**src/rtl/branch_redirect_ctrl_pkg.sv**
```systemverilog
// Shared constants for the branch redirect controller: condition codes,
// jump types, FSM state encodings and a target alignment helper.
package branch_redirect_ctrl_pkg;

  localparam int BRANCH_COND_LENGTH = 3;

  localparam logic [BRANCH_COND_LENGTH-1:0] BRANCH_COND_EQ  = 3'b000;
  localparam logic [BRANCH_COND_LENGTH-1:0] BRANCH_COND_NE  = 3'b001;
  localparam logic [BRANCH_COND_LENGTH-1:0] BRANCH_COND_LT  = 3'b100;
  localparam logic [BRANCH_COND_LENGTH-1:0] BRANCH_COND_GE  = 3'b101;
  localparam logic [BRANCH_COND_LENGTH-1:0] BRANCH_COND_LTU = 3'b110;
  localparam logic [BRANCH_COND_LENGTH-1:0] BRANCH_COND_GEU = 3'b111;

  typedef enum logic [1:0] {
    JUMP_TYPE_COND = 2'b00,
    JUMP_TYPE_JAL  = 2'b01,
    JUMP_TYPE_JALR = 2'b10,
    JUMP_TYPE_RSVD = 2'b11
  } jump_type_e;

  typedef enum logic [1:0] {
    REDIR_ST_IDLE  = 2'b00,
    REDIR_ST_EVAL  = 2'b01,
    REDIR_ST_REDIR = 2'b10
  } redir_st_e;

  // Only bit 1 matters: targets are always halfword aligned by construction or JALR masking.
  function automatic logic target_misaligned(input logic [1:0] lsbs);
    return lsbs[1];
  endfunction

endpackage

```
**src/rtl/branch_redirect_ctrl_if.sv**
```systemverilog
// Decode/IFU-facing bundle of the branch redirect controller.
// BRANCH_MISALIGN_EXC_EN adds the misaligned-target exception outputs.
interface branch_redirect_ctrl_if #(
  parameter int DATA_WIDTH = 32,
  parameter int COND_W     = 3,
  parameter int CNT_W      = 32
);
  logic                  in_valid;
  logic                  in_ready;
  logic [1:0]            in_type;
  logic [COND_W-1:0]     in_cond;
  logic [DATA_WIDTH-1:0] in_pc;
  logic [DATA_WIDTH-1:0] in_imm;
  logic [DATA_WIDTH-1:0] in_rs1;
  logic [DATA_WIDTH-1:0] in_rs2;
  logic                  kill;
  logic                  redir_valid;
  logic                  redir_ready;
  logic [DATA_WIDTH-1:0] redir_pc;
  logic                  flush;
  logic                  res_valid;
  logic                  res_taken;
  logic [CNT_W-1:0]      stat_branches;
  logic [CNT_W-1:0]      stat_taken;
`ifdef BRANCH_MISALIGN_EXC_EN
  logic                  exc_valid;
  logic [DATA_WIDTH-1:0] exc_tval;
`endif

  modport slave (
    input  in_valid, in_type, in_cond, in_pc, in_imm, in_rs1, in_rs2, kill, redir_ready,
`ifdef BRANCH_MISALIGN_EXC_EN
    output exc_valid, exc_tval,
`endif
    output in_ready, redir_valid, redir_pc, flush, res_valid, res_taken,
           stat_branches, stat_taken
  );

  modport master (
    output in_valid, in_type, in_cond, in_pc, in_imm, in_rs1, in_rs2, kill, redir_ready,
`ifdef BRANCH_MISALIGN_EXC_EN
    input  exc_valid, exc_tval,
`endif
    input  in_ready, redir_valid, redir_pc, flush, res_valid, res_taken,
           stat_branches, stat_taken
  );
endinterface

```
**src/rtl/branch_redirect_ctrl_cmp.sv**
```systemverilog
// Branch comparator: purely combinational, resolves one condition code on two operands.
// Undefined condition codes resolve as not taken.
module branch_redirect_ctrl_cmp
  import branch_redirect_ctrl_pkg::*;
#(
  parameter int DATA_WIDTH = 32,
  parameter int COND_W     = 3
) (
  input  logic [COND_W-1:0]     branch_op,
  input  logic [DATA_WIDTH-1:0] rs1,
  input  logic [DATA_WIDTH-1:0] rs2,
  output logic                  cond_branch_taken
);

  always_comb begin
    cond_branch_taken = 1'b0;
    case (branch_op)
      COND_W'(BRANCH_COND_EQ):  cond_branch_taken = (rs1 == rs2);
      COND_W'(BRANCH_COND_NE):  cond_branch_taken = (rs1 != rs2);
      COND_W'(BRANCH_COND_LT):  cond_branch_taken = ($signed(rs1) <  $signed(rs2));
      COND_W'(BRANCH_COND_GE):  cond_branch_taken = ($signed(rs1) >= $signed(rs2));
      COND_W'(BRANCH_COND_LTU): cond_branch_taken = (rs1 <  rs2);
      COND_W'(BRANCH_COND_GEU): cond_branch_taken = (rs1 >= rs2);
      default:                  cond_branch_taken = 1'b0;
    endcase
  end

endmodule

```
**src/rtl/branch_redirect_ctrl.sv**
```systemverilog
// Branch/jump redirect sequencer: accept (IDLE) -> resolve (EVAL, 1 cycle) -> redirect handshake (REDIR, holds until redir_ready).
// kill aborts any state; BRANCH_MISALIGN_EXC_EN turns misaligned taken targets into an exception pulse.
module branch_redirect_ctrl
  import branch_redirect_ctrl_pkg::*;
#(
  parameter int DATA_WIDTH = 32,
  parameter int COND_W     = 3,
  parameter int CNT_W      = 32
) (
  input  logic                  clk,
  input  logic                  rst,
  branch_redirect_ctrl_if.slave bus
);

  redir_st_e             state_q;
  logic [1:0]            type_q;
  logic [COND_W-1:0]     cond_q;
  logic [DATA_WIDTH-1:0] pc_q, imm_q, rs1_q, rs2_q;
  logic [DATA_WIDTH-1:0] redir_pc_q;
  logic                  flush_q;
  logic [CNT_W-1:0]      cnt_br_q, cnt_tk_q;

  logic                  cmp_taken;
  logic                  taken_d;
  logic                  go_redir_d;
  logic [DATA_WIDTH-1:0] target_d;
  logic [DATA_WIDTH-1:0] jalr_sum;

  branch_redirect_ctrl_cmp #(
    .DATA_WIDTH(DATA_WIDTH),
    .COND_W    (COND_W)
  ) u_cmp (
    .branch_op        (cond_q),
    .rs1              (rs1_q),
    .rs2              (rs2_q),
    .cond_branch_taken(cmp_taken)
  );

  assign jalr_sum = rs1_q + imm_q;

  always_comb begin
    taken_d  = 1'b0;
    target_d = pc_q + imm_q;
    case (jump_type_e'(type_q))
      JUMP_TYPE_COND: taken_d = cmp_taken;
      JUMP_TYPE_JAL:  taken_d = 1'b1;
      JUMP_TYPE_JALR: begin
        taken_d  = 1'b1;
        target_d = {jalr_sum[DATA_WIDTH-1:1], 1'b0};
      end
      default:        taken_d = 1'b0;
    endcase
  end

`ifdef BRANCH_MISALIGN_EXC_EN
  assign go_redir_d    = taken_d && !target_misaligned(target_d[1:0]);
  assign bus.exc_valid = (state_q == REDIR_ST_EVAL) && taken_d
                         && target_misaligned(target_d[1:0]) && !bus.kill;
  assign bus.exc_tval  = target_d;
`else
  assign go_redir_d    = taken_d;
`endif

  always_ff @(posedge clk) begin
    if (rst) begin
      state_q    <= REDIR_ST_IDLE;
      type_q     <= '0;
      cond_q     <= '0;
      pc_q       <= '0;
      imm_q      <= '0;
      rs1_q      <= '0;
      rs2_q      <= '0;
      redir_pc_q <= '0;
      flush_q    <= 1'b0;
      cnt_br_q   <= '0;
      cnt_tk_q   <= '0;
    end else begin
      // An accepted redirect flushes even if kill lands in the same cycle.
      flush_q <= (state_q == REDIR_ST_REDIR) && bus.redir_ready;
      case (state_q)
        REDIR_ST_IDLE: begin
          if (bus.in_valid && !bus.kill) begin
            type_q  <= bus.in_type;
            cond_q  <= bus.in_cond;
            pc_q    <= bus.in_pc;
            imm_q   <= bus.in_imm;
            rs1_q   <= bus.in_rs1;
            rs2_q   <= bus.in_rs2;
            state_q <= REDIR_ST_EVAL;
          end
        end
        REDIR_ST_EVAL: begin
          cnt_br_q <= cnt_br_q + 1'b1;
          cnt_tk_q <= cnt_tk_q + CNT_W'(taken_d);
          if (go_redir_d && !bus.kill) begin
            redir_pc_q <= target_d;
            state_q    <= REDIR_ST_REDIR;
          end else begin
            state_q    <= REDIR_ST_IDLE;
          end
        end
        REDIR_ST_REDIR: begin
          if (bus.redir_ready || bus.kill) state_q <= REDIR_ST_IDLE;
        end
        default: state_q <= REDIR_ST_IDLE;
      endcase
    end
  end

  assign bus.in_ready      = (state_q == REDIR_ST_IDLE);
  assign bus.res_valid     = (state_q == REDIR_ST_EVAL);
  assign bus.res_taken     = (state_q == REDIR_ST_EVAL) && taken_d;
  assign bus.redir_valid   = (state_q == REDIR_ST_REDIR);
  assign bus.redir_pc      = redir_pc_q;
  assign bus.flush         = flush_q;
  assign bus.stat_branches = cnt_br_q;
  assign bus.stat_taken    = cnt_tk_q;

endmodule

```
**src/flat_wrapper.sv**
```systemverilog
// flat-port wrapper written by rule: the top's interface ports become plain ports
module branch_redirect_ctrl_flat import branch_redirect_ctrl_pkg::*;
#(
  parameter int DATA_WIDTH = 32,
  parameter int COND_W     = 3,
  parameter int CNT_W      = 32
)
  (clk, rst, bus_in_valid, bus_in_type, bus_in_cond, bus_in_pc, bus_in_imm, bus_in_rs1, bus_in_rs2, bus_kill, bus_redir_ready, bus_in_ready, bus_redir_valid, bus_redir_pc, bus_flush, bus_res_valid, bus_res_taken, bus_stat_branches, bus_stat_taken);
  branch_redirect_ctrl_if #(.DATA_WIDTH(DATA_WIDTH), .COND_W(COND_W), .CNT_W(CNT_W)) bus_i ();
  input  logic clk;
  input  logic rst;
  input wire logic [$bits(bus_i.in_valid)-1:0] bus_in_valid;
  input wire logic [$bits(bus_i.in_type)-1:0] bus_in_type;
  input wire logic [$bits(bus_i.in_cond)-1:0] bus_in_cond;
  input wire logic [$bits(bus_i.in_pc)-1:0] bus_in_pc;
  input wire logic [$bits(bus_i.in_imm)-1:0] bus_in_imm;
  input wire logic [$bits(bus_i.in_rs1)-1:0] bus_in_rs1;
  input wire logic [$bits(bus_i.in_rs2)-1:0] bus_in_rs2;
  input wire logic [$bits(bus_i.kill)-1:0] bus_kill;
  input wire logic [$bits(bus_i.redir_ready)-1:0] bus_redir_ready;
  output wire logic [$bits(bus_i.in_ready)-1:0] bus_in_ready;
  output wire logic [$bits(bus_i.redir_valid)-1:0] bus_redir_valid;
  output wire logic [$bits(bus_i.redir_pc)-1:0] bus_redir_pc;
  output wire logic [$bits(bus_i.flush)-1:0] bus_flush;
  output wire logic [$bits(bus_i.res_valid)-1:0] bus_res_valid;
  output wire logic [$bits(bus_i.res_taken)-1:0] bus_res_taken;
  output wire logic [$bits(bus_i.stat_branches)-1:0] bus_stat_branches;
  output wire logic [$bits(bus_i.stat_taken)-1:0] bus_stat_taken;
  assign bus_i.in_valid = bus_in_valid;
  assign bus_i.in_type = bus_in_type;
  assign bus_i.in_cond = bus_in_cond;
  assign bus_i.in_pc = bus_in_pc;
  assign bus_i.in_imm = bus_in_imm;
  assign bus_i.in_rs1 = bus_in_rs1;
  assign bus_i.in_rs2 = bus_in_rs2;
  assign bus_i.kill = bus_kill;
  assign bus_i.redir_ready = bus_redir_ready;
  assign bus_in_ready = bus_i.in_ready;
  assign bus_redir_valid = bus_i.redir_valid;
  assign bus_redir_pc = bus_i.redir_pc;
  assign bus_flush = bus_i.flush;
  assign bus_res_valid = bus_i.res_valid;
  assign bus_res_taken = bus_i.res_taken;
  assign bus_stat_branches = bus_i.stat_branches;
  assign bus_stat_taken = bus_i.stat_taken;
  branch_redirect_ctrl #(.DATA_WIDTH(DATA_WIDTH), .COND_W(COND_W), .CNT_W(CNT_W)) u_core (.clk(clk), .rst(rst), .bus(bus_i));
endmodule
```
**config.mk**
```make
export PLATFORM = sky130hd
export DESIGN_NAME = branch_redirect_ctrl_flat
export DESIGN_NICKNAME = d
export VERILOG_FILES = /design/src/rtl/branch_redirect_ctrl_pkg.sv /design/src/rtl/branch_redirect_ctrl_if.sv /design/src/rtl/branch_redirect_ctrl_cmp.sv /design/src/rtl/branch_redirect_ctrl.sv /design/src/flat_wrapper.sv
export SDC_FILE = /design/constraint.sdc
export NUM_CORES = 1
export LEC_CHECK = 0
export CORE_ASPECT_RATIO = 2
export CORE_MARGIN = 2
export CORE_UTILIZATION = 25
export DETAILED_ROUTE_END_ITERATION = 10
export GPL_ROUTABILITY_DRIVEN = 0
export SETUP_SLACK_MARGIN = 0.02
export SYNTH_ARGS = -nofsm -noshare
export SYNTH_HDL_FRONTEND = slang
export SYNTH_SLANG_ARGS = --single-unit
```
**constraint.sdc**
```tcl
create_clock -name clk -period 4.58 [get_ports clk]
set_input_delay 1.374 -clock clk [delete_from_list [all_inputs] [get_ports clk]]
set_output_delay 1.374 -clock clk [all_outputs]
set_load 0.01 [all_outputs]
```
-- Yosys cells after proc, flatten, opt, wreduce, memory -nomap -nowiden
Cells that the tools add are included.
- bits of input ports: 138
- bits in registers: 232
- output and inout port bits: 101
- word-level logic and storage cells: 52
- add/sub/neg operators: 4
- multiplexer cells: 7
- $lt $le $gt $ge: 4
- eq/ne operators: 13
- reductions and logical operators: 13
- operator list (operator ; number):
    $add A32 B32 Y32 ; 2
    $ge A32 B32 Y1 ; 2
    $lt A32 B32 Y1 ; 2
    $add A32 B1 Y32 ; 1
    $add A32 B1 Y32 const B ; 1
    $eq A32 B32 Y1 ; 1
    $mux W32 ; 1
    $ne A32 B32 Y1 ; 1
    $eq A3 B3 Y1 const B ; 4
    $mux W2 ; 3
    $pmux W1 S6 ; 1
    $pmux W2 S3 ; 1
    $reduce_and A2 Y1 ; 3
    $eq A2 B1 Y1 const B ; 2
    $eq A2 B2 Y1 const B ; 2
    $logic_and A1 B1 Y1 ; 4
    $logic_not A2 Y1 ; 2
    $ne A2 B1 Y1 const B ; 2
    $eq A3 B1 Y1 const B ; 1
    $logic_not A3 Y1 ; 1
    $pmux W1 S2 ; 1
    $reduce_or A2 Y1 ; 1
    $logic_not A1 Y1 ; 1
    $logic_or A1 B1 Y1 ; 1

-- Depth between registers and ports, before layout
- depth after elaboration: 6
- mapped depth: 17
- depth with buffers taken out: 17

-- Hierarchy
A second synthesis with hierarchy kept.
- cell total of the unflattened synthesis: 1653
- area total of the unflattened synthesis: 12819.8 um^2
- by module, submodules not included (module ; cells an instance ; area each (um^2) ; sequential area each (um^2) ; instances):
    branch_redirect_ctrl ; 1523 ; 11863.9 ; 4644.5 ; 1
    branch_redirect_ctrl_cmp ; 130 ; 955.9 ; 0.0 ; 1

-- Least setup slack after synthesis
Ideal clock, no wire load.
- kind: reg-to-output
- start: register u_core.rs2_q[23]
- end: output port bus_res_taken
- setup slack: 0.757 ns
- required time: 3.206 ns
- cell stages (with the launch flop): 11
- path buffers: 1
- arrival time: 2.449 ns
- path through: dfxtp_1 -> inv_1 -> ha_1 -> a211o_1 -> nor3_1 -> o21ai_0 -> or4_1 -> and3_1 -> a21oi_1 -> inv_1 -> clkbuf_1
- cells in the longest elaborated chain, start to end: 4
- elaborated cells on any way between the ends: 9
- those cells by class: order compare (4); eq/ne (2); mux (2); reduce/logical (1)
- RTL lines (element ; line ; source):
    start, declared ; branch_redirect_ctrl.sv:18 ; logic [DATA_WIDTH-1:0] pc_q, imm_q, rs1_q, rs2_q;
    start signal, assigned ; branch_redirect_ctrl.sv:88 ; rs2_q <= bus.in_rs2;
    $ge A32 B32 Y1 (tied with other cells) ; branch_redirect_ctrl_cmp.sv:23 ; COND_W'(BRANCH_COND_GEU): cond_branch_taken = (rs1 >= rs2);
    $pmux W1 S6 * ; branch_redirect_ctrl_cmp.sv:17 ; case (branch_op)
    $pmux W1 S2 * ; branch_redirect_ctrl.sv:44 ; case (jump_type_e'(type_q))
    $logic_and A1 B1 Y1 * ; branch_redirect_ctrl.sv:112 ; assign bus.res_taken = (state_q == REDIR_ST_EVAL) && taken_d;
    end, declared ; flat_wrapper.sv:26 ; output wire logic [$bits(bus_i.res_taken)-1:0] bus_res_taken;
Every way passes the cells marked *; elsewhere a longest branch is shown, timed or not.

-- Worst setup path in the final report
- start: register u_core.rs1_q[23]
- end: output port bus_res_taken
- cells in the longest elaborated chain, start to end: 4
- elaborated cells on any way between the ends: 9
- those cells by class: order compare (4); eq/ne (2); mux (2); reduce/logical (1)
- RTL lines (element ; line ; source):
    start, declared ; branch_redirect_ctrl.sv:18 ;
    start signal, assigned ; branch_redirect_ctrl.sv:87 ; rs1_q <= bus.in_rs1;
    $ge A32 B32 Y1 (tied with other cells) ; branch_redirect_ctrl_cmp.sv:23 ;
    $pmux W1 S6 * ; branch_redirect_ctrl_cmp.sv:17 ;
    $pmux W1 S2 * ; branch_redirect_ctrl.sv:44 ;
    $logic_and A1 B1 Y1 * ; branch_redirect_ctrl.sv:112 ;
Marked as above.

==> flow_summary_export.csv <==
group,metric,value,unit
final_layout,final_nets,2138,
worst_setup_path,crit_fanout,3,
logic_synthesis,synth-edff-count,0,
grt,grt_overflow_total,0,
worst_setup_path,criticalPathCategory,"reg -> out",
final_layout,fin_cells,2579,
grt,grt_max_degree,128,
sta,fin_crit_sh,98.5,%
worst_setup_path,endpoint_kind,"primary output",
logic_synthesis,ys_types,72,
final_layout,drive_gt1_share,5.58,%
clock_tree,ctsHoldBuffers,0,
routing,vias_per_cell,5.04,
clock_tree,cts.htree.levels,1,
pwr,p_leak,6.52,nW
grt,met1_usage,16.6,%
logic_synthesis,async_reset_ff_share,0,%
clock_tree,numCtsBuffers,25,
logic_synthesis,synth_area_leaders,"dfxtp_1, nand2_1, ha_1",
logic_synthesis,synth_top_cells_by_count,"nand2_1, a21oi_1, dfxtp_1",
sta,worstMarginPinSlew,1120,ps
floorplan,num_rows,118,
pwr,powerDensity,300,nW/um2
min_path,holdPathEnd,"u_core.rs2_q[6]",
floorplan,die-width,166,um
grt,grt_pass1_wl,74000,um
worst_setup_path,crit_top_cell,"buf_4",
placement,dp.cells,2531,
status,status,"completed",
min_path,timing.hold.worst.start,"u_core.rs2_q[6]",
sta,relSlewSlack,24.2,%
worst_setup_path,regToRegSetupSlack,400,ps
final_layout,fillers,5404,
grt,antenna_found_initial,4,
floorplan,core_area,51800,um2
logic_synthesis,synth_seq_area_share,35.4,%
worst_setup_path,crit_path_start_kind,"register",
floorplan,die_area,54500,um2
grt,grt_pass1_vias,13300,
clock_tree,clk_pin_slew,70,ps
clock_tree,cts_root_buf,"clkbuf_16",
logic_synthesis,yosysMostFrequentCell,"nand2_1",
worst_setup_path,path_cells,"ha_4, a211o_1, o221ai_2, o21ai_2, buf_4, or4_4, and3_4, a21oi_4, inv_1, buf_4",
placement,dp.final_hpwl,38200,um
final_layout,area_delta_synth_final,31.2,%
worst_setup_path,r2r_cells,17,
worst_setup_path,r2r-start,"u_core.rs2_q[31]",
placement,port_buffers,238,
routing,post_drt_wl_per_cell,18.9,um
logic_synthesis,synth.avg_cell_area,7.74,um2
sta,finalCriticalPeriod,4510,ps
min_path,holdPathStages,2,
sta,slew_viol_final,0,
sta,rsz0062_at_grt,"no",
floorplan,die_height,328,um
routing,vias,13000,
placement,placed_area,16200,um2
pwr,irDropWorstVdd,0.249,mV
routing,first_pass_iters,7,
worst_setup_path,worstPathArrival,3140,ps
grt,busiest_layer,"met2",
sta,setup_viol,0,
worst_setup_path,timing.rr.end,"u_core.bus.stat_taken[30]",
logic_synthesis,synthesis.nets,1935,
logic_synthesis,synth_flop_cell,"dfxtp_1",
routing,ant_nets,0,
logic_synthesis,syn_area,13100,um2
min_path,hold_path.class,"reg -> reg",
routing,wl,48700,um
sta,hold_viol,0,
floorplan,initial_core_util,25.3,%
sta,fmax,0.222,GHz
worst_setup_path,slowest_delay,530,ps
logic_synthesis,postSynthCellCount,1696,
final_layout,finalInstanceArea,17200,um2
worst_setup_path,critPathRequiredTime,3210,ps
sta,finClkSkew,27.9,ps
flow_run,cap_violations,0,
clock_tree,cts.path.max_buffers,3,
logic_synthesis,yosys_register_bits,232,
clock_tree,insertion_delay,560,ps
grt,use_met3,4.02,%
clock_tree,tritoncts,"yes",
logic_synthesis,synth_top_area_share,35.4,%
logic_synthesis,synth_largest_area_cell,"dfxtp_1",
routing,drt_iter0_markers,742,
grt,grt.total_usage,17.2,%
grt,use_met2,32.5,%
logic_synthesis,yosys_warnings,0,
floorplan,ios,239,
routing,drcViolationCount,0,
clock_tree,cts.sinks,232,
worst_setup_path,crit_slowest_cell,"or4_4",
[power by group]
group          switching, mW  total [mW]  internal, mW
Clock                  0.934        2.27          1.33
Sequential            0.0577        2.14          2.08
Combinational          0.427       0.756         0.329
Total                   1.42        5.16          3.74
[registers in the layout, summed over array words and instances (netlist names), 3 cells and up]
name,flops
u_core.bus.redir_pc,32
u_core.bus.stat_branches,32
u_core.bus.stat_taken,32
u_core.cond_q,3
u_core.imm_q,32
u_core.pc_q,32
u_core.rs1_q,32
u_core.rs2_q,32
[worst max-delay path, delay by kind of cell, from the launching register on]
family | cells | cell delay (ps)
DFF | 1 | 410
adders and majority gates | 1 | 240
buffers and inverters | 3 | 370
and+or+nand+nor | 2 | 700
AOI/OAI and AO/OA | 4 | 880
[timing repair]
item                       4_1_cts  5_1_grt
gates resized for setup         13        8
buffers inserted                 0        1
pin swaps                        4        5
setup endpoints to repair        1        1
gates cloned                     0        0
[logic make-up after synthesis]
family / synth area share, %
compound gates: 20.8
simple gates: 22.6
flops: 35.4
fa+ha+maj: 9.74
mux: 0.610
buf+inv: 4.54
xor+xnor: 6.41
[worst max-delay path by stage]
stage,endpoint,cells after the start,from
2_1_floorplan,bus_res_taken,10,u_core.rs2_q[23]
3_3_place_gp,bus_res_taken,11,u_core.rs2_q[23]
3_5_place_dp,bus_res_taken,11,u_core.rs2_q[23]
4_1_cts,bus_res_taken,12,u_core.rs2_q[27]
5_1_grt,bus_res_taken,12,u_core.rs2_q[31]
6_report,bus_res_taken,10,u_core.rs1_q[23]
[final cells by class]
type / instances / area (um2) / area share (%)
Inverter: 67 / 251 / 1.46
Antenna cell: 1 / 2.50 / 0.0145
Multi-Input combinational cell: 1307 / 7980 / 46.3
Sequential cell: 232 / 4650 / 27.0
Timing Repair Buffer: 266 / 2620 / 15.2
Clock inverter: 18 / 246 / 1.43
Clock buffer: 28 / 657 / 3.81
Tap cell: 660 / 826 / 4.79
[stage by stage]
stage	utilization [%]	hold WS, ps	total power, mW	setup slack (ps)	TNS [ps]
after floorplan	-	436	2.58	757	0
after global placement	31.3	445	2.91	-133	-133
after detailed placement	31.3	448	2.92	-130	-130
after CTS	33.1	457	5.20	44.5	0
after global routing	33.2	471	5.35	4.98	0
final	33.2	456	5.16	69.6	0
[per-layer routing]
metal | routed length [um] | vias to the layer above
met5 | 41 | -
met4 | 3320 | 6
met3 | 3310 | 139
met2 | 25100 | 423
met1 | 16900 | 6045
li1 | - | 6377
[layout by cell type (no fill, tap or decap), drive strengths merged, types with 23 or more instances in the layout]
| cell | count |
|---|---|
| xnor2 | 44 |
| xor2 | 52 |
| dfxtp | 232 |
| nand4 | 31 |
| a21o | 23 |
| nor2 | 111 |
| nor3 | 30 |
| inv | 72 |
| nand2 | 343 |
| ha | 99 |
| a211oi | 28 |
| clkdlybuf4s50 | 236 |
| a21oi | 233 |
| buf | 30 |
| nand3 | 52 |
| o21ai | 45 |
| clkbuf | 28 |
(Power assumes the default switching activity.)
